`config.mk`:
```
export PLATFORM = sky130hd
export DESIGN_NAME = ahb_burst_addr_tracker
export DESIGN_NICKNAME = d
export VERILOG_FILES = /design/src/rtl/ahb_bridge_pkg.sv /design/src/rtl/ahb_next_addr_calc.sv /design/src/rtl/ahb_burst_addr_tracker.sv
export SDC_FILE = /design/constraint.sdc
export NUM_CORES = 1
export LEC_CHECK = 0
export CORE_UTILIZATION = 58
export CTS_CLUSTER_DIAMETER = 150
export DETAILED_ROUTE_END_ITERATION = 8
export GPL_ROUTABILITY_DRIVEN = 0
export PLACE_DENSITY_LB_ADDON = 0.15
export SYNTH_ARGS = -nofsm -noshare
export SYNTH_HDL_FRONTEND = slang
export SYNTH_SLANG_ARGS = --single-unit
export TNS_END_PERCENT = 50
```
`constraint.sdc`:
```
create_clock -name HCLK -period 12.36 [get_ports HCLK]
set_input_delay 1.236 -clock HCLK [delete_from_list [all_inputs] [get_ports HCLK]]
set_output_delay 1.236 -clock HCLK [all_outputs]
set_load 0.005 [all_outputs]
```
`src/rtl/ahb_bridge_pkg.sv`:
```
// Shared AHB bridge types and constants: transfer codes, one-hot burst
// behaviour encoding (common with the master-side encoder) and tracker states.
package ahb_bridge_pkg;

   typedef enum logic [1:0] {
      HTRANS_IDLE   = 2'b00,
      HTRANS_BUSY   = 2'b01,
      HTRANS_NONSEQ = 2'b10,
      HTRANS_SEQ    = 2'b11
   } htrans_t;

   localparam logic [7:0] BHV_SINGLE = 8'b0000_0001;
   localparam logic [7:0] BHV_INCR   = 8'b0000_0010;
   localparam logic [7:0] BHV_WRAP4  = 8'b0000_0100;
   localparam logic [7:0] BHV_INCR4  = 8'b0000_1000;
   localparam logic [7:0] BHV_WRAP8  = 8'b0001_0000;
   localparam logic [7:0] BHV_INCR8  = 8'b0010_0000;
   localparam logic [7:0] BHV_WRAP16 = 8'b0100_0000;
   localparam logic [7:0] BHV_INCR16 = 8'b1000_0000;

   localparam logic [7:0] BHV_WRAP_MASK = BHV_WRAP4 | BHV_WRAP8 | BHV_WRAP16;

   typedef enum logic {
      ST_IDLE  = 1'b0,
      ST_BURST = 1'b1
   } tracker_state_t;

   // Length 0 marks the undefined-length INCR burst; anything not one-hot falls back to SINGLE.
   function automatic logic [4:0] bhv_to_len(input logic [7:0] bhv);
      logic [4:0] len;
      case (bhv)
         BHV_INCR:               len = 5'd0;
         BHV_WRAP4,  BHV_INCR4:  len = 5'd4;
         BHV_WRAP8,  BHV_INCR8:  len = 5'd8;
         BHV_WRAP16, BHV_INCR16: len = 5'd16;
         default:                len = 5'd1;
      endcase
      return len;
   endfunction

endpackage

```
`src/rtl/ahb_next_addr_calc.sv`:
```
// Combinational next-beat address for AHB INCR and WRAP bursts; shared by the
// slave-side tracker and the master-side address generator.
module ahb_next_addr_calc #(
   parameter int ADDR_WIDTH = 32
) (
   input  logic [ADDR_WIDTH-1:0] addr,
   input  logic [2:0]            size,
   input  logic [4:0]            len,
   input  logic                  wrap,
   output logic [ADDR_WIDTH-1:0] next
);

   logic [ADDR_WIDTH-1:0] incr;
   logic [ADDR_WIDTH-1:0] boundary;
   logic [ADDR_WIDTH-1:0] mask;
   logic [ADDR_WIDTH-1:0] linear;

   // A wrapping burst keeps the upper bits fixed and lets only the low bits inside the boundary roll over.
   always_comb begin
      incr     = ADDR_WIDTH'(1) << size;
      boundary = ADDR_WIDTH'(len) << size;
      mask     = boundary - ADDR_WIDTH'(1);
      linear   = addr + incr;
      next     = wrap ? ((addr & ~mask) | (linear & mask)) : linear;
   end

endmodule

```
`src/rtl/ahb_burst_addr_tracker.sv`:
```
// Slave-side AHB burst tracker: follows each burst beat by beat, predicts the
// next address and flags last beat, address mismatch, early end and bad codes.
module ahb_burst_addr_tracker
   import ahb_bridge_pkg::*;
#(
   parameter int ADDR_WIDTH = 32,
   parameter int DATA_WIDTH = 32
) (
   input  logic                  HCLK,
   input  logic                  HRESET,
   input  logic                  HSEL,
   input  logic                  HREADY,
   input  logic [1:0]            HTRANS,
   input  logic [ADDR_WIDTH-1:0] HADDR,
   input  logic [2:0]            HSIZE,
   input  logic [7:0]            SIGNAL_BEHAVIOR,
   output logic [ADDR_WIDTH-1:0] NEXT_ADDR,
   output logic [4:0]            BEAT_CNT,
   output logic                  BURST_ACTIVE,
   output logic                  BURST_LAST,
   output logic                  ADDR_ERR,
   output logic                  EARLY_TERM,
   output logic                  BEHAVE_ERR
);

   localparam logic [2:0] MAX_SIZE = 3'($clog2(DATA_WIDTH / 8));

   tracker_state_t        state_q, state_d;
   logic [4:0]            len_q, len_d;
   logic                  wrap_q, wrap_d;
   logic [2:0]            size_q, size_d;
   logic [4:0]            beat_cnt_q, beat_cnt_d;
   logic [ADDR_WIDTH-1:0] next_addr_q, next_addr_d;
   logic                  burst_active_q, burst_active_d;
   logic                  burst_last_q, burst_last_d;
   logic                  addr_err_q, addr_err_d;
   logic                  early_term_q, early_term_d;
   logic                  behave_err_q, behave_err_d;

   htrans_t               trans;
   logic                  bhv_illegal;
   logic [4:0]            new_len;
   logic                  new_wrap;
   logic                  start;
   logic [4:0]            calc_len;
   logic                  calc_wrap;
   logic [2:0]            calc_size;
   logic [ADDR_WIDTH-1:0] calc_next;

   assign trans       = htrans_t'(HTRANS);
   assign bhv_illegal = ($countones(SIGNAL_BEHAVIOR) != 1) || (HSIZE > MAX_SIZE);
   assign new_len     = bhv_illegal ? 5'd1 : bhv_to_len(SIGNAL_BEHAVIOR);
   assign new_wrap    = !bhv_illegal && (|(SIGNAL_BEHAVIOR & BHV_WRAP_MASK));

   // A starting beat predicts with the incoming burst shape, a continuing beat with the captured one.
   assign calc_len  = start ? new_len  : len_q;
   assign calc_wrap = start ? new_wrap : wrap_q;
   assign calc_size = start ? HSIZE    : size_q;

   ahb_next_addr_calc #(
      .ADDR_WIDTH (ADDR_WIDTH)
   ) u_next_addr_calc (
      .addr (HADDR),
      .size (calc_size),
      .len  (calc_len),
      .wrap (calc_wrap),
      .next (calc_next)
   );

   always_comb begin
      state_d        = state_q;
      len_d          = len_q;
      wrap_d         = wrap_q;
      size_d         = size_q;
      beat_cnt_d     = beat_cnt_q;
      next_addr_d    = next_addr_q;
      burst_active_d = burst_active_q;
      burst_last_d   = 1'b0;
      addr_err_d     = 1'b0;
      early_term_d   = 1'b0;
      behave_err_d   = 1'b0;
      start          = 1'b0;

      if (HSEL && HREADY) begin
         case (state_q)
            ST_IDLE: begin
               if (trans == HTRANS_NONSEQ) begin
                  start = 1'b1;
               end else if (trans == HTRANS_SEQ) begin
                  addr_err_d = 1'b1;
               end
            end
            ST_BURST: begin
               case (trans)
                  HTRANS_NONSEQ: begin
                     early_term_d = (len_q != 5'd0);
                     start        = 1'b1;
                  end
                  HTRANS_SEQ: begin
                     addr_err_d  = (HADDR != next_addr_q);
                     next_addr_d = calc_next;
                     if (beat_cnt_q != 5'd31) begin
                        beat_cnt_d = beat_cnt_q + 5'd1;
                     end
                     if ((len_q != 5'd0) && ((beat_cnt_q + 5'd1) == len_q)) begin
                        burst_last_d   = 1'b1;
                        state_d        = ST_IDLE;
                        burst_active_d = 1'b0;
                     end
                  end
                  HTRANS_IDLE: begin
                     early_term_d   = (len_q != 5'd0);
                     state_d        = ST_IDLE;
                     burst_active_d = 1'b0;
                  end
                  default: begin
                  end
               endcase
            end
            default: begin
            end
         endcase
      end

      if (start) begin
         behave_err_d = bhv_illegal;
         len_d        = new_len;
         wrap_d       = new_wrap;
         size_d       = HSIZE;
         beat_cnt_d   = 5'd1;
         next_addr_d  = calc_next;
         if (new_len == 5'd1) begin
            burst_last_d   = 1'b1;
            state_d        = ST_IDLE;
            burst_active_d = 1'b0;
         end else begin
            state_d        = ST_BURST;
            burst_active_d = 1'b1;
         end
      end
   end

   always_ff @(posedge HCLK) begin
      if (HRESET) begin
         state_q        <= ST_IDLE;
         len_q          <= '0;
         wrap_q         <= 1'b0;
         size_q         <= '0;
         beat_cnt_q     <= '0;
         next_addr_q    <= '0;
         burst_active_q <= 1'b0;
         burst_last_q   <= 1'b0;
         addr_err_q     <= 1'b0;
         early_term_q   <= 1'b0;
         behave_err_q   <= 1'b0;
      end else begin
         state_q        <= state_d;
         len_q          <= len_d;
         wrap_q         <= wrap_d;
         size_q         <= size_d;
         beat_cnt_q     <= beat_cnt_d;
         next_addr_q    <= next_addr_d;
         burst_active_q <= burst_active_d;
         burst_last_q   <= burst_last_d;
         addr_err_q     <= addr_err_d;
         early_term_q   <= early_term_d;
         behave_err_q   <= behave_err_d;
      end
   end

   assign NEXT_ADDR    = next_addr_q;
   assign BEAT_CNT     = beat_cnt_q;
   assign BURST_ACTIVE = burst_active_q;
   assign BURST_LAST   = burst_last_q;
   assign ADDR_ERR     = addr_err_q;
   assign EARLY_TERM   = early_term_q;
   assign BEHAVE_ERR   = behave_err_q;

endmodule
```
==> run metrics, run 1 <==
outcome=finished, final reports clean; final period utilization=55.60%; DR WL/cell=18.25 um; worst ir drop on vdd=0.00004540 V; Post-synth EDFFs=0; via/cell ratio=6.626; worst-path fanout max=18; Die Y-Extent=92.79 um; max-slew violations=0; initial cell density of the core=60.92%; Initial DRC Count=457; Clock Skew=0.008025 ns; Net Sw Frac=33.88%; Gates resized, CTS repair=0; Fmax=145.5 MHz; Max stage delay on crit path=0.61 ns; power per cell area=69.11 nW/um2; slowest CP cell=clkdlybuf4s50_1; # diodes=0; total core area=7848 um2; Layout Nets=752; die width=92.79 um; Post-DRT Antenna Nets=0; Comb pwr share=29.1%; Die ar.=8610 um2; WS Path Type=in2reg; largest net degree at the start of global routing=51; crit-path cells=clkdlybuf4s50_1, inv_1, fa_1, fa_1, fa_1, inv_1, ha_1, inv_1, fa_1, a211o_1, a211o_1, a21oi_1, nand2_1, o21ai_0, o2111a_1, a31oi_4, or4_1, a311oi_1; antenna violations before repair=0; Overall Power=402.9 uW; buffer depth of the longest clock path=2; CP Buf/Inv Count=4; Total Wirelength=14.31 mm; critical path required time=12.59 ns; FP Rows=32; RSZ-0062 raised after global routing=no; Via Count=5195; sequential fraction of the synthesis area=21.77%; TNS Setup=0 ns; IO buf count=90; Slew Limit Headroom=25.30%; final count of hold timing violations=0; Post-synth ARST share=0%; Seq pwr share=43.6%; total CTS buffers=5; DPL Wire Length=10.58 mm; crit end category=register; setup violators final=0; Setup crit start kind=input pin; worst-skew pair later-pin latency=0.32 ns; P_sw=136.5 uW; worst-margin pin slew=1.121 ns; Detailed Routing Iterations Pass 1=5; commonest non-fill, non-tap cells in the layout=clkdlybuf4s50_1, nor2_1, dfxtp_1; hold_ws=0.4945 ns; Yosys reg bits=52; CP most frequent cell=fa_1; Distinct cells, synth=79; Root Buffer=clkbuf_8; area delta synth->final=21.93%; DRC errors left=0; Tmin final=6.872 ns; leakage power=2.063 nW; global-route wire length before repair=23.33 mm; CTS tree=yes; share of cells above drive strength 1=6.891%; Fillers=659; Synthesized Nets=680; Post CTS Setup Buffer Count=0; mean post-synth cell area=7.850 um2; Clock Sink Count=52; Post-Synthesis Cells=609; Core Util, Final=74.28%; clock share of power=27.3%; Cell Int Power=266.4 uW; commonest non-fill, non-tap cell in the layout=clkdlybuf4s50_1; hold buffer count at CTS=0; io pins=91; CP Data Arrival Time=7.11 ns; Clk pin slew, worst setup/hold paths=0.11 ns; Hold Path Class=reg2reg; grt ovf=0; Total GRT Usage=33.46%; Yosys warnings=0; CP delay by family, top=compound AO/OA/AOI/OAI gates; number of global-route vias before repair=4872; dominant synthesized flop cell=dfxtp_1; H-tree Lvls=2; total of max-cap violations=0; Post-Syn Area=4781 um2
==> cell type report <==
class,instances,area [um2],area share [%]
Multi-Input combinational cell,501,3525,60.46
Sequential cell,52,1041,17.86
Timing Repair Buffer,96,945.9,16.23
Tap cell,102,127.6,2.189
Inverter,25,93.84,1.610
Clock buffer,5,68.82,1.181
Clock inverter,3,27.53,0.4722
==> per-stage QoR <==
stage	instances	instance area, um2	setup WS (ns)
2_1_floorplan	609	4781	6.274
3_3_place_gp	776	5733	5.462
3_5_place_dp	776	5733	5.250
4_1_cts	784	5829	5.576
5_1_grt	784	5829	5.110
6_report	784	5829	5.488
==> final timing paths <==
check / startpoint / endpoint / slack, ns / cells past startpoint
worst max-delay path: SIGNAL_BEHAVIOR[3] / NEXT_ADDR[29] / 5.49 / 18
worst min-delay path: BURST_ACTIVE / BURST_ACTIVE / 0.49 / 2
worst max register to register: size_q[1] / NEXT_ADDR[10] / 7.62 / 15
worst min register to register: BURST_ACTIVE / BURST_ACTIVE / 0.49 / 2
==> registers in the layout (all words and copies together), names as in the netlist <==
name / count
len_q: 5
EARLY_TERM: 1
BEHAVE_ERR: 1
size_q: 3
wrap_q: 1
NEXT_ADDR: 32
BURST_ACTIVE: 1
BEAT_CNT: 5
BURST_LAST: 1
state_q: 1
ADDR_ERR: 1
==> synth_stat cells (9+ instances only) <==
master	n	area share, %
nand2_1	46	3.6
dfxtp_1	52	22
nand3_1	16	1.7
o31ai_1	10	1.6
nor4_1	9	1.2
clkbuf_1	21	1.6
inv_1	25	2.0
o21ai_0	20	2.1
nand4_1	20	2.6
mux2i_1	11	2.3
xor2_1	13	2.4
a211oi_1	20	3.1
xnor2_1	39	7.1
nor2_1	79	6.2
a21oi_1	29	3.0
ha_1	17	4.4
a311oi_1	13	2.4
or4_1	9	1.4
==> power by group through the flow <==
stage          combinational [mW]  clock, mW  sequential, mW
2_1_floorplan              0.0688          0           0.179
3_3_place_gp                0.111          0           0.179
3_5_place_dp                0.115          0           0.179
4_1_cts                     0.116      0.110           0.176
5_1_grt                     0.129      0.118           0.176
6_report                    0.117      0.110           0.176
==> worst min-delay path, delay by kind of cell, from the launching register on <==
kind	cells	cell delay (ns)
AO/OA/AOI/OAI	2	0.13
flip-flops	1	0.33
==> cell families after synthesis <==
| kind of cell | count (synthesis) | synth area share, % |
|---|---|---|
| buffers and inverters | 56 | 4.842 |
| flip-flops | 52 | 21.77 |
| AND/OR/NAND/NOR | 244 | 27.14 |
| adder cells (fa/ha/maj) | 22 | 6.543 |
| AO/OA/AOI/OAI | 164 | 25.83 |
| XOR/XNOR | 52 | 9.526 |
| multiplexers | 19 | 4.344 |
==> metal layers <==
metal,track usage [%],routed length [um],vias up,share of wire [%]
met5,0,0,-,0
met4,12.82,459,0,3.2
met3,4.598,1201,52,8.4
met2,55.09,6680,291,47
met1,44.08,5969,2430,42
li1,-,-,2422,-
Note: power is estimated with default switching activity, not from simulation.
==> run 2, diff against run 1 <==
--- a/config.mk
+++ b/config.mk
@@ -5,7 +5,7 @@
 export SDC_FILE = /design/constraint.sdc
 export NUM_CORES = 1
 export LEC_CHECK = 0
-export CORE_UTILIZATION = 58
+export CORE_UTILIZATION = 48
 export CTS_CLUSTER_DIAMETER = 150
 export DETAILED_ROUTE_END_ITERATION = 8
 export GPL_ROUTABILITY_DRIVEN = 0
==> constraint.sdc (replaced) <==
create_clock -name HCLK -period 6 [get_ports HCLK]
set_input_delay 0.6 -clock HCLK [delete_from_list [all_inputs] [get_ports HCLK]]
set_output_delay 0.6 -clock HCLK [all_outputs]
set_load 0.005 [all_outputs]
==> run metrics, run 2 (synthesis gave the netlist of run 1 again) <==
power per cell area=142.7 nW/um2 (+110%); IO buf count=90 (unchanged); Detailed Routing Iterations Pass 1=5 (unchanged); setup ws final=0.2702 ns (-5.218 ns); commonest non-fill, non-tap cells in the layout=clkdlybuf4s50_1, nor2_1, dfxtp_1; H-tree Lvls=2 (unchanged); Multi-input gate area=3558 um2 (+0.96%); Hold Path Class=reg2reg; Overall Power=883.7 uW (+120%); Setup crit start kind=input pin; WS Path Type=in2reg; Seq pwr share=41.0% (-2.6 points); Slew Limit Headroom=51.14% (+26 points); Clock Sink Count=52 (unchanged); commonest non-fill, non-tap cell in the layout=clkdlybuf4s50_1; Die ar.=10360 um2 (+20%); Clock Skew=0.002822 ns (-0.005203 ns); DR WL/cell=17.13 um (-6.2%); crit-path cells=clkdlybuf4s50_1, inv_1, fa_1, fa_1, fa_1, inv_1, ha_1, inv_1, fa_1, a211o_1, a211o_1, a21o_1, or2_1, o211ai_2, nor4b_4, a31oi_4, or4b_1, a311oi_1; CTS tree=yes; Fmax=174.5 MHz; Die Y-Extent=101.8 um (+9.7%); CP Data Arrival Time=5.96 ns (-1.15 ns); worst-skew pair later-pin latency=0.32 ns (about the same); total core area=9729 um2 (+24%); final non-filler cell total=851 (+8.5%); crit end category=register; Core Util, Final=63.63% (-11 points); Tmin final=5.730 ns; worst-path fanout max=18 (unchanged); via/cell ratio=5.994 (-9.5%); dpl ws=-0.1483 ns (-5.398 ns); grt ovf=0 (unchanged); share of cells above drive strength 1=12.26% (+5.4 points); io pins=91 (unchanged); Layout Nets=788 (+4.8%); leakage power=2.255 nW (+9.3%); Post CTS Setup Buffer Count=0 (unchanged); Net Sw Frac=31.64% (-2.2 points); CP most frequent cell=fa_1; Max stage delay on crit path=0.55 ns (-0.06 ns); Clk pin slew, worst setup/hold paths=0.10 ns (about the same); setup violators final=0 (unchanged); worst ir drop on vdd=0.0001358 V (+200%); Root Buffer=clkbuf_8; Cell Int Power=604.2 uW (+130%); global-route wire length before repair=23.51 mm (+0.77%); slowest CP cell=or4b_1; antenna violations before repair=0 (unchanged); largest net degree at the start of global routing=51 (unchanged); max-slew violations=0 (unchanged); P_sw=279.6 uW (+100%); outcome=finished, final reports clean; DPL Wire Length=11.04 mm (+4.4%); flip-flop and latch area=1041 um2 (unchanged); total CTS buffers=5 (unchanged); Total GRT Usage=28.80% (-4.7 points); Via Count=5101 (-1.8%); number of flip-flops under the largest register name=32 (unchanged); clock share of power=29.4% (+2.1 points); Post-DRT Antenna Nets=0 (unchanged); worst-margin pin slew=0.7329 ns (-0.3876 ns); final count of hold timing violations=0 (unchanged); total of max-cap violations=0 (unchanged); TNS Setup=0 ns (unchanged); DRC errors left=0 (unchanged); Initial DRC Count=248 (-46%); Comb pwr share=29.7% (+0.6 points); buffer depth of the longest clock path=2 (unchanged); Total Wirelength=14.58 mm (+1.9%); critical path required time=6.23 ns (-6.36 ns); die width=101.8 um (+9.7%); placed cells=843 (+8.6%); initial cell density of the core=49.14% (-12 points); number of global-route vias before repair=4827 (-0.92%); Fillers=887 (+35%); final period utilization=95.50%; # diodes=0 (unchanged); FP Rows=36 (+13%); area delta synth->final=29.49%
==> run 2: routing by layer <==
metal | global-route usage, % | share of wire [%]
met1 | 38.13 | 45
met2 | 48.49 | 47
met3 | 3.313 | 5.8
met4 | 9.699 | 2.2
met5 | 0 | 0
==> run 2: per-stage QoR <==
| stage | hold slack (ns) | area (um2) |
|---|---|---|
| floorplan | 0.4545 | 4781 |
| global placement | 0.4632 | 6042 |
| detailed placement | 0.4727 | 6042 |
| CTS | 0.4878 | 6157 |
| global route | 0.5247 | 6191 |
| finish | 0.4872 | 6191 |
==> run 2: path summary, 6_finish.rpt <==
path	startpoint	end	slack [ns]	depth (start not counted)
worst max register to register	size_q[2]	NEXT_ADDR[10]	2.38	17
worst min register to register	BURST_ACTIVE	BURST_ACTIVE	0.49	2
worst max-delay path	SIGNAL_BEHAVIOR[1]	NEXT_ADDR[25]	0.27	18
worst min-delay path	BURST_ACTIVE	BURST_ACTIVE	0.49	2
==> run 2: cell type report <==
cell class,instances,area share [%]
Multi-Input combinational cell,501,57.48
Timing Repair Buffer,132,19.64
Sequential cell,52,16.81
Tap cell,133,2.688
Inverter,25,1.516
Clock buffer,5,1.112
Clock inverter,3,0.7478
==> run 2: power by group through the flow <==
stage               clock network (mW)  registers [mW]  logic (mW)
floorplan                            0           0.368       0.142
global placement                     0           0.370       0.248
detailed placement                   0           0.370       0.254
CTS                              0.265           0.362       0.256
global route                     0.280           0.363       0.286
finish                           0.260           0.362       0.262
==> run 2: critical path: cells and delay by family <==
kind	cells	cell delay, ns
compound gates	6	1.60
simple gates	3	1.11
fa+ha+maj	5	1.96
buf+inv	4	0.68
==> run 2: repair_timing <==
action | 4_1_cts | 5_1_grt
setup endpoints to repair | 0 | 14
hold buffers | 0 | 0
gates resized for setup | 0 | 9
endpoints found under the hold margin | 0 | 0
